`config.mk`:
```
export PLATFORM = sky130hd
export DESIGN_NAME = serial_word_deserializer
export DESIGN_NICKNAME = d
export VERILOG_FILES = /design/src/rtl/serial_word_deserializer.sv
export SDC_FILE = /design/constraint.sdc
export NUM_CORES = 1
export LEC_CHECK = 0
export CORE_ASPECT_RATIO = 1.1
export CORE_MARGIN = 2
export CORE_UTILIZATION = 60
export CTS_CLUSTER_DIAMETER = 200
export DETAILED_ROUTE_END_ITERATION = 7
export HOLD_SLACK_MARGIN = 0.15
export PLACE_DENSITY = 0.83
export SETUP_SLACK_MARGIN = 0.1
export SYNTH_ARGS = -nofsm -noshare
export SYNTH_HDL_FRONTEND = slang
export SYNTH_SLANG_ARGS = --single-unit
```
`constraint.sdc`:
```
create_clock -name i_clk -period 4.3 [get_ports i_clk]
set_input_delay 0.645 -clock i_clk [delete_from_list [all_inputs] [get_ports i_clk]]
set_output_delay 0.645 -clock i_clk [all_outputs]
set_load 0.02 [all_outputs]
```
`src/rtl/serial_word_deserializer.sv`:
```
// Bit-serial to parallel word receiver for the FIR sample link.
// One output holding register decouples word assembly from a stalled consumer.
module serial_word_deserializer #(
  parameter int unsigned DATA_WIDTH = 24,
  parameter bit          LSB_FIRST  = 1'b1
) (
  input  logic                  i_clk,
  input  logic                  i_rst_n,
  input  logic                  i_en,
  input  logic                  i_din,
  input  logic                  i_din_valid,
  output logic                  o_ready,
  output logic [DATA_WIDTH-1:0] o_dout,
  output logic                  o_dout_valid,
  input  logic                  i_ready,
  output logic                  o_frame_err,
  output logic                  o_overrun
);

  localparam int unsigned CNT_W = (DATA_WIDTH > 1) ? $clog2(DATA_WIDTH) : 1;
  localparam logic [CNT_W-1:0] LAST_IDX = CNT_W'(DATA_WIDTH - 1);

  typedef enum logic [1:0] {
    IDLE  = 2'd0,
    SHIFT = 2'd1,
    FULL  = 2'd2
  } state_t;

  state_t                state;
  state_t                state_nxt;
  logic [CNT_W-1:0]      cnt;
  logic [CNT_W-1:0]      cnt_nxt;
  logic [CNT_W-1:0]      pos;
  logic [DATA_WIDTH-1:0] sreg;
  logic [DATA_WIDTH-1:0] sreg_nxt;
  logic [DATA_WIDTH-1:0] dout_nxt;
  logic [DATA_WIDTH-1:0] word_c;
  logic                  valid_nxt;
  logic                  ready_nxt;
  logic                  ferr_nxt;
  logic                  ovr_nxt;
  logic                  accept;
  logic                  consume;
  logic                  slot_free;
  logic                  last_bit;

  assign accept    = i_en & i_din_valid & o_ready;
  assign consume   = i_en & o_dout_valid & i_ready;
  assign slot_free = ~o_dout_valid | i_ready;
  assign last_bit  = (cnt == LAST_IDX);
  assign pos       = LSB_FIRST ? cnt : (LAST_IDX - cnt);

  // Shift register with the incoming bit merged, so the last bit can go straight to o_dout.
  always_comb begin
    word_c      = sreg;
    word_c[pos] = i_din;
  end

  // State register plus all datapath/output registers.
  always_ff @(posedge i_clk or negedge i_rst_n) begin
    if (!i_rst_n) begin
      state        <= IDLE;
      cnt          <= '0;
      sreg         <= '0;
      o_dout       <= '0;
      o_dout_valid <= 1'b0;
      o_ready      <= 1'b1;
      o_frame_err  <= 1'b0;
      o_overrun    <= 1'b0;
    end else begin
      state        <= state_nxt;
      cnt          <= cnt_nxt;
      sreg         <= sreg_nxt;
      o_dout       <= dout_nxt;
      o_dout_valid <= valid_nxt;
      o_ready      <= ready_nxt;
      o_frame_err  <= ferr_nxt;
      o_overrun    <= ovr_nxt;
    end
  end

  // Next-state logic.
  always_comb begin
    state_nxt = state;
    if (i_en) begin
      case (state)
        IDLE: begin
          if (accept) state_nxt = SHIFT;
        end
        SHIFT: begin
          if (accept) begin
            if (last_bit) state_nxt = slot_free ? IDLE : FULL;
          end else if (!i_din_valid) begin
            state_nxt = IDLE;
          end
        end
        FULL: begin
          if (consume) state_nxt = IDLE;
        end
        default: state_nxt = IDLE;
      endcase
    end
  end

  // Output and datapath next values; i_en low holds everything and silences the pulses.
  always_comb begin
    cnt_nxt   = cnt;
    sreg_nxt  = sreg;
    dout_nxt  = o_dout;
    valid_nxt = o_dout_valid;
    ferr_nxt  = 1'b0;
    ovr_nxt   = 1'b0;
    ready_nxt = (state_nxt != FULL);
    if (i_en) begin
      if (consume) valid_nxt = 1'b0;
      case (state)
        IDLE: begin
          if (accept) begin
            sreg_nxt = word_c;
            cnt_nxt  = CNT_W'(1);
          end
        end
        SHIFT: begin
          if (accept) begin
            if (last_bit) begin
              cnt_nxt = '0;
              if (slot_free) begin
                dout_nxt  = word_c;
                valid_nxt = 1'b1;
              end else begin
                sreg_nxt = word_c;
              end
            end else begin
              sreg_nxt = word_c;
              cnt_nxt  = cnt + CNT_W'(1);
            end
          end else if (!i_din_valid) begin
            ferr_nxt = 1'b1;
            cnt_nxt  = '0;
            sreg_nxt = '0;
          end
        end
        FULL: begin
          if (consume) begin
            dout_nxt  = sreg;
            valid_nxt = 1'b1;
            cnt_nxt   = '0;
          end
          if (i_din_valid) ovr_nxt = 1'b1;
        end
        default: begin
          cnt_nxt = '0;
        end
      endcase
    end
  end

endmodule

```
==> flow_summary.yaml, run 1 <==
power:
  ir_worst_vdd_uv: 337
  leakage_uw: 0.00183
  total_power_uw: 1610
  power_density_mw_per_mm2: 392
synth:
  synth.area.mux_share: 0.158
  ys_ff_latch: 59
  synth-adder-area-share: 0.0280
  synth_compound_area_frac: 0.197
  synth_xor_area_frac: 0
  syn_inst: 336
  yosys_warnings: 0
  avgSynthCellArea_um2: 10.6
  synth-async-reset-ratio: 1.00
  synth_edf_count: 0
  netlist_area_mm2: 0.00358
  synth_nets: 350
  ys_seq_area_frac: 0.413
  synth.distinct_cells: 56
  synth_top_family_by_area: "compound AO/OA/AOI/OAI gates"
  synthSimpleGateAreaFrac: 0.146
  ys.flop_type: "dfrtp_1"
floorplanning:
  die_area_mm2: 0.00660
  coreArea_mm2: 0.00577
  row_count: 29
  ios: 34
  fp.dieH_um: 85.0
  die_w_um: 77.6
  initial_core_util: 0.620
global_routing:
  antenna_found_initial: 0
  grt_pass1_vias: 2752
  grt_usage: 0.263
  grt_overflow: 0
  grt_pass1_wl_um: 13600
  grt_max_degree: 60
placed_design:
  io_buffers: 33
  dp_hpwl_um: 5420
  place.gp.congestion: 0.907
  dp_cells: 421
clocking:
  insertion_delay_ns: 0.36
  cts_tree: "done"
  ctsResizeCount: 0
  cts_hold_buf: 0
  clk_pin_slew_ns: 0.08
  clock-sinks: 59
  htreeDepth: 3
  cts-root-buf: "clkbuf_8"
  clockBufferDepth: 2
  post_cts_buffers: 0
  cts_inserted_buffers: 9
worst_setup_path:
  start_kind: "primary input"
  cp.buffers_inverters: 2
  worstPathRequired_ns: 4.59
  cpMaxStageDelayCell: "clkdlybuf4s50_1"
  cp_max_fo: 19
  critical-path-max-stage-delay_ns: 0.78
  critPathCaptureType: "register"
  cp.arrival_ns: 3.07
  worst-setup-path-type: "primary input to register"
  worst-r2r-setup-slack_ns: 1.65
  path_cells: "clkdlybuf4s50_1 -> nand3_2 -> and2_0 -> nor4_2 -> buf_4 -> a32o_1"
  path_delay_family: "simple AND/OR/NAND/NOR gates"
final_layout:
  final_nets: 369
  final_util: 0.711
  final_cells: 437
  n_fill_cell: 404
  final_common_cell: "dfrtp_1"
  final_cell_mix: "dfrtp_1, nand2_1, clkdlybuf4s50_1"
  diodes: 0
  drive_gt1_frac: 0.200
  syn_to_final_growth_pct: 14.7
route:
  totalWireLength_um: 8390
  ant_nets: 0
  vias_per_cell: 6.54
  drc_errors: 0
  vias: 2856
  wl_per_cell_um: 19.2
  dr.pass1.iters: 5
  initialDrtViolationCount: 268
sta:
  setup_viol: 0
  final_max_slew_viol_count: 0
  period_needed_ns: 2.78
  fin_tns_setup_ns: 0
  finalCritPeriodShare: 0.646
  clock_skew_ns: 0.0131
  hold_viol_final: 0
  worstMarginPinSlew_ns: 0.904
  fmax_ghz: 0.360
  slew_headroom: 0.396
  rsz0062_at_grt: "no"
hold_path:
  hold_class: "primary input to asynchronous set/reset pin"
outcome:
  status: "finished clean"
run:
  cap_viol_max_count: 0
power breakdown:
group,internal [uW],switching [uW]
logic,142,290
registers,576,20.9
clock network,330,251
flip-flops by register name, summed over array words and instances (netlist names):
signal / flops
o_frame_err: 1
o_ready: 1
o_overrun: 1
o_dout: 24
cnt: 5
sreg: 24
o_dout_valid: 1
state: 2
metal layers:
metal  wire length, um  global-route usage
met1              3660               0.353
met3               393              0.0383
met2              4100               0.421
met5                 0                   0
met4               229               0.125
metrics by stage:
| stage | hold WS, ns | setup slack [ns] | area (um2) |
|---|---|---|---|
| global route | 0.505 | 1.36 | 4100 |
| global placement | 0.469 | 1.27 | 3880 |
| CTS | 0.475 | 1.55 | 4100 |
| floorplan | 0.349 | 2.23 | 3580 |
| finish | 0.447 | 1.52 | 4100 |
| detailed placement | 0.479 | 1.20 | 3880 |
cells by family after synthesis:
| family | Yosys count |
|---|---|
| compound gates | 93 |
| fa+ha+maj | 8 |
| buf+inv | 39 |
| flops | 59 |
| mux | 46 |
| simple gates | 91 |
cell type report:
type / count / area (um2) / share of cell area
Inverter: 7 / 26.3 / 0.00640
Timing Repair Buffer: 40 / 378 / 0.0921
Multi-Input combinational cell: 238 / 1900 / 0.463
Tap cell: 77 / 96.3 / 0.0235
Sequential cell: 59 / 1480 / 0.360
Clock buffer: 9 / 124 / 0.0302
Clock inverter: 7 / 100 / 0.0244
path summary, 6_finish.rpt:
path	startpoint	endpoint	cells after the start
max	i_en	sreg[11]$_DFFE_PN0P_	6
min	i_rst_n	o_overrun$_DFF_PN0_	2
max reg2reg	cnt[0]$_DFFE_PN0P_	o_dout[10]$_DFFE_PN0P_	6
min reg2reg	o_dout[14]$_DFFE_PN0P_	o_dout[14]$_DFFE_PN0P_	1
max in group asynchronous	i_rst_n	sreg[14]$_DFFE_PN0P_	2
min in group i_clk	o_dout[14]$_DFFE_PN0P_	o_dout[14]$_DFFE_PN0P_	1
synth_stat cells, types with 2 or more instances:
master | count | area share
a211o_1 | 3 | 0.0073
a21o_1 | 4 | 0.0084
a21oi_1 | 6 | 0.0084
a22o_1 | 2 | 0.0049
a22oi_1 | 7 | 0.015
a311oi_1 | 3 | 0.0073
a32o_1 | 10 | 0.028
a32oi_1 | 6 | 0.015
and3_1 | 2 | 0.0035
buf_2 | 10 | 0.014
buf_4 | 2 | 0.0042
buf_6 | 2 | 0.0063
buf_8 | 2 | 0.0084
clkbuf_1 | 15 | 0.016
dfrtp_1 | 58 | 0.41
ha_1 | 8 | 0.028
inv_1 | 7 | 0.0073
mux2_1 | 7 | 0.022
mux2_2 | 26 | 0.082
mux2_4 | 13 | 0.055
nand2_1 | 37 | 0.039
nand2b_1 | 6 | 0.010
nand3_1 | 9 | 0.013
nand3b_1 | 2 | 0.0042
nand4b_1 | 2 | 0.0049
nor2_1 | 5 | 0.0052
nor2b_1 | 12 | 0.021
nor3_1 | 3 | 0.0042
o21a_1 | 2 | 0.0042
o21ai_0 | 19 | 0.027
o21bai_1 | 5 | 0.010
o31ai_1 | 5 | 0.010
o41ai_1 | 13 | 0.032
No activity file was read; power rests on OpenSTA's default activity.
==> run 2: changes to the inputs <==
- CORE_UTILIZATION: 60 -> 58
- PLACE_DENSITY: 0.83 -> 0.81
- clock period: 4.3 -> 2.7 ns (I/O delays scaled with it)
==> run 2 against run 1 <==
First-iteration DRC count rose by 44%. Combinational power increased by 70%. Wire length rose by 4.0%. Via count is 4.8% higher. Largest cell class unchanged. Highest routed layer unchanged.
==> flow_summary.yaml, run 2 (same netlist as run 1, synthesis figures left out) <==
outcome:
  status: "finished clean"
worst_setup_path:
  critPathLaunch: "state[0]$_DFF_PN0_"
  critPathCaptureType: "register"
  cp.arrival_ns: 2.50
  worst-setup-path-type: "register to register"
  r2r-end: "sreg[8]$_DFFE_PN0P_"
  crit_cells: 6
  cp.buffers_inverters: 2
  start_kind: "register"
  critical-path-max-stage-delay_ns: 0.45
  rr_startpoint: "state[0]$_DFF_PN0_"
  worst-r2r-setup-slack_ns: 0.41
  cp-endpoint: "sreg[8]$_DFFE_PN0P_"
  path_delay_family: "compound AO/OA/AOI/OAI gates"
  r2r_cells: 6
  worstPathRequired_ns: 2.91
  cpMaxStageDelayCell: "dfrtp_1"
  cp_max_fo: 24
  path_cells: "inv_1 -> ha_1 -> nand2b_1 -> o2111ai_2 -> buf_4 -> o41ai_1"
clocking:
  cts-root-buf: "clkbuf_8"
  htreeDepth: 3
  ctsResizeCount: 0
  cts_tree: "done"
  clockBufferDepth: 2
  clock-sinks: 59
  clk_pin_slew_ns: 0.07
  insertion_delay_ns: 0.35
  cts_inserted_buffers: 9
power:
  ir_worst_vdd_uv: 362
  power_density_mw_per_mm2: 597
  leakage_uw: 0.00188
  total_power_uw: 2500
placed_design:
  dp_cells: 437
  dp_hpwl_um: 5830
  io_buffers: 33
  place.gp.congestion: 0.921
  place_area_mm2: 0.00399
global_routing:
  grt_max_degree: 27
  grt_pass1_wl_um: 14100
  grt_pass1_vias: 2879
  antenna_found_initial: 0
  grt_overflow: 0
  grt_usage: 0.268
route:
  ant_nets: 0
  vias: 2993
  wl_per_cell_um: 19.2
  totalWireLength_um: 8730
  vias_per_cell: 6.59
  dr.pass1.iters: 7
  drc_errors: 0
  initialDrtViolationCount: 386
floorplanning:
  fp.dieH_um: 86.4
  ios: 34
  row_count: 30
  initial_core_util: 0.588
  coreArea_mm2: 0.00608
  die_area_mm2: 0.00681
  die_w_um: 78.9
sta:
  period_needed_ns: 2.29
  fin_tns_setup_ns: 0
  fmax_ghz: 0.436
  finalCritPeriodShare: 0.849
  worstMarginPinSlew_ns: 0.744
  final_max_slew_viol_count: 0
  hold_viol_final: 0
  rsz0062_at_grt: "no"
  clock_skew_ns: 0.0117
  slew_headroom: 0.503
  setup_viol: 0
run:
  cap_viol_max_count: 0
final_layout:
  final_nets: 383
  drive_gt1_frac: 0.225
  regArea_mm2: 0.00148
  final_cells: 454
  diodes: 0
  final_cell_area_mm2: 0.00420
  multi_input_area_mm2: 0.00190
  final_cell_mix: "dfrtp_1, nand2_1, clkdlybuf4s50_1"
  biggestRegsByFlops: "o_dout: 24 flops, sreg: 24 flops, cnt: 5 flops"
  syn_to_final_growth_pct: 17.3
  final_util: 0.690
  final_common_cell: "dfrtp_1"
  n_fill_cell: 463
hold_path:
  hold_class: "register to register"
## run 2: metrics by stage
| stage | hold slack (ns) | setup WS, ns |
|---|---|---|
| 2_1_floorplan | 0.109 | 0.628 |
| 3_3_place_gp | 0.372 | 0.223 |
| 3_5_place_dp | 0.379 | 0.144 |
| 4_1_cts | 0.489 | 0.427 |
| 5_1_grt | 0.502 | 0.203 |
| 6_report | 0.488 | 0.409 |
## run 2: where the power goes
part	switching [uW]	internal, uW
combinational	474	263
clock	365	447
sequential	36.8	918
total	876	1630
## run 2: final cells by class
type / instances / area share
multi-input cells: 238 / 0.453
well taps: 80 / 0.0238
clock buffers: 11 / 0.0337
flip-flops and latches: 59 / 0.352
inverters: 7 / 0.00626
repair buffers: 54 / 0.119
clock inverters: 5 / 0.0125
## run 2: worst min-delay path by stage
stage	start	cells past startpoint	slack (ns)	endpoint
floorplan	i_rst_n	0	0.11	cnt[0]$_DFFE_PN0P_
global placement	i_rst_n	1	0.37	o_dout[19]$_DFFE_PN0P_
detailed placement	i_rst_n	1	0.38	o_dout[19]$_DFFE_PN0P_
CTS	sreg[15]$_DFFE_PN0P_	1	0.49	sreg[15]$_DFFE_PN0P_
global route	sreg[3]$_DFFE_PN0P_	1	0.50	sreg[3]$_DFFE_PN0P_
finish	o_dout[14]$_DFFE_PN0P_	1	0.49	o_dout[14]$_DFFE_PN0P_
## run 2: layer usage
metal	GRT usage	up-vias	wire, um
met5	0	-	0
met3	0.0458	21	551
met1	0.352	1515	3660
met2	0.438	137	4340
li1	-	1320	-
met4	0.118	0	175
## run 2: repair_timing
action,in CTS,in global routing
hold endpoints to repair,18,0
buffers inserted,0,0
hold buffers,1,0
==> run 3: changes to the inputs <==
- clock period: 2.7 -> 2.4 ns (I/O delays scaled with it)
==> run 3 against run 2 <==
First-iteration DRC count shrank 15%. Critical endpoint is now o_dout[11]$_DFFE_PN0P_. Largest power group unchanged. Core utilization grew 1.3 points. Wire length shrank 1.4%.
==> flow_summary.yaml, run 3 (same netlist as run 1, synthesis figures left out) <==
clocking:
  insertion_delay_ns: 0.34
  cts_inserted_buffers: 9
  clock-sinks: 59
  post_cts_buffers: 0
  clockBufferDepth: 2
  clk_pin_slew_ns: 0.07
  cts_tree: "done"
  cts-root-buf: "clkbuf_8"
  htreeDepth: 3
worst_setup_path:
  cp-endpoint: "o_dout[11]$_DFFE_PN0P_"
  r2r_cells: 7
  r2r-end: "o_dout[11]$_DFFE_PN0P_"
  worst-r2r-setup-slack_ns: 0.21
  critPathCaptureType: "register"
  start_kind: "register"
  critPathLaunch: "state[1]$_DFF_PN0_"
  cp_max_fo: 21
  cp.arrival_ns: 2.42
  rr_startpoint: "state[1]$_DFF_PN0_"
  worstPathRequired_ns: 2.63
  worst-setup-path-type: "register to register"
floorplanning:
  die_area_mm2: 0.00681
  row_count: 30
  ios: 34
  initial_core_util: 0.588
  fp.dieH_um: 86.4
  die_w_um: 78.9
  coreArea_mm2: 0.00608
final_layout:
  final_cells: 460
  final_util: 0.703
  syn_to_final_growth_pct: 19.5
  drive_gt1_frac: 0.242
  final_common_cell: "dfrtp_1"
  diodes: 0
  final_cell_mix: "dfrtp_1, nand2_1, clkdlybuf4s50_1"
  biggestRegsByFlops: "o_dout: 24 flops, sreg: 24 flops, cnt: 5 flops"
  final_nets: 390
sta:
  period_needed_ns: 2.19
  slew_headroom: 0.600
  clock_skew_ns: 0.00763
  fin_tns_setup_ns: 0
  rsz0062_at_grt: "yes"
  hold_viol_final: 0
  hold-worst-slack_ns: 0.486
  worstMarginPinSlew_ns: 0.596
  final_max_slew_viol_count: 0
  finalCritPeriodShare: 0.913
  fmax_ghz: 0.456
  setup_viol: 0
global_routing:
  grt.busiest_layer: "met2"
  grt_overflow: 0
  met2_usage: 0.455
  grt_usage: 0.273
  grt_pass1_wl_um: 14400
  antenna_found_initial: 0
  use_met1: 0.363
  use_met3: 0.0448
  grt_pass1_vias: 2910
  grt_max_degree: 28
placed_design:
  dp_cells: 444
  io_buffers: 33
  dp_hpwl_um: 5880
  place.gp.congestion: 0.918
power:
  p_comb_frac: 0.286
  power_density_mw_per_mm2: 685
  clock_power_share: 0.347
  total_power_uw: 2930
  ir_worst_vdd_uv: 364
  internal-power_uw: 1950
  power_switching_uw: 982
  p_seq_frac: 0.368
  leakage_uw: 0.00193
  p_sw_frac: 0.335
outcome:
  status: "finished clean"
run:
  cap_viol_max_count: 0
route:
  wl_per_cell_um: 18.7
  initialDrtViolationCount: 328
  totalWireLength_um: 8610
  dr.pass1.iters: 5
  vias_per_cell: 6.35
  drc_errors: 0
  vias: 2921
  ant_nets: 0
hold_path:
  hold_class: "register to register"
[run 3: cell count changes in the layout (fill, tap and decap cells not counted)]
cell	before	now
buf_4	19	26
bufinv_16	1	2
clkbuf_1	1	0
clkinv_2	3	2
ha_1	8	7
ha_2	0	1
[run 3: layer usage]
metal	vias up	share of wire
met1	1469	0.43
li1	1334	-
met2	103	0.51
met5	-	0
met3	15	0.044
met4	0	0.017
[run 3: cell type report]
type | instances | area (um2)
Fill cell | 461 | 1810
Tap cell | 80 | 100
Multi-Input combinational cell | 238 | 1900
Sequential cell | 59 | 1480
Timing Repair Buffer | 61 | 551
Clock inverter | 5 | 77.6
Inverter | 7 | 26.3
Clock buffer | 10 | 138
[run 3: worst min-delay path by stage]
stage / startpoint / endpoint / slack (ns) / cells past startpoint
2_1_floorplan: i_rst_n / cnt[0]$_DFFE_PN0P_ / 0.06 / 0
3_3_place_gp: i_rst_n / sreg[19]$_DFFE_PN0P_ / 0.34 / 1
3_5_place_dp: i_rst_n / sreg[19]$_DFFE_PN0P_ / 0.33 / 1
4_1_cts: o_dout[21]$_DFFE_PN0P_ / o_dout[21]$_DFFE_PN0P_ / 0.49 / 1
5_1_grt: o_dout[14]$_DFFE_PN0P_ / o_dout[14]$_DFFE_PN0P_ / 0.51 / 1
6_report: o_dout[21]$_DFFE_PN0P_ / o_dout[21]$_DFFE_PN0P_ / 0.49 / 1
[run 3: power groups by stage]
stage	clock (uW)	sequential, uW	combinational [uW]
2_1_floorplan	0	1080	552
3_3_place_gp	0	1090	800
3_5_place_dp	0	1090	809
4_1_cts	1020	1070	818
5_1_grt	1060	1080	913
6_report	1010	1080	836
[run 3: worst max-delay path, cell delays in order, from the launching register on]
cell	delay [ns]
dfrtp_1	0.46
inv_1	0.11
ha_2	0.27
nand4_2	0.24
nor3_4	0.19
o211a_1	0.24
buf_12	0.20
mux2_2	0.36
[run 3: per-stage QoR]
| step | instance area [um2] | setup WS, ns |
|---|---|---|
| final | 4270 | 0.208 |
| after global routing | 4270 | 0.0894 |
| after CTS | 4270 | 0.119 |
| after detailed placement | 4050 | 0.0801 |
| after global placement | 4050 | 0.192 |
| after floorplan | 3580 | 0.328 |
[run 3: timing repair]
item,4_1_cts,5_1_grt
resized for setup,0,1
hold buffers,1,0
setup endpoints to repair,0,35
hold endpoints to repair,18,0
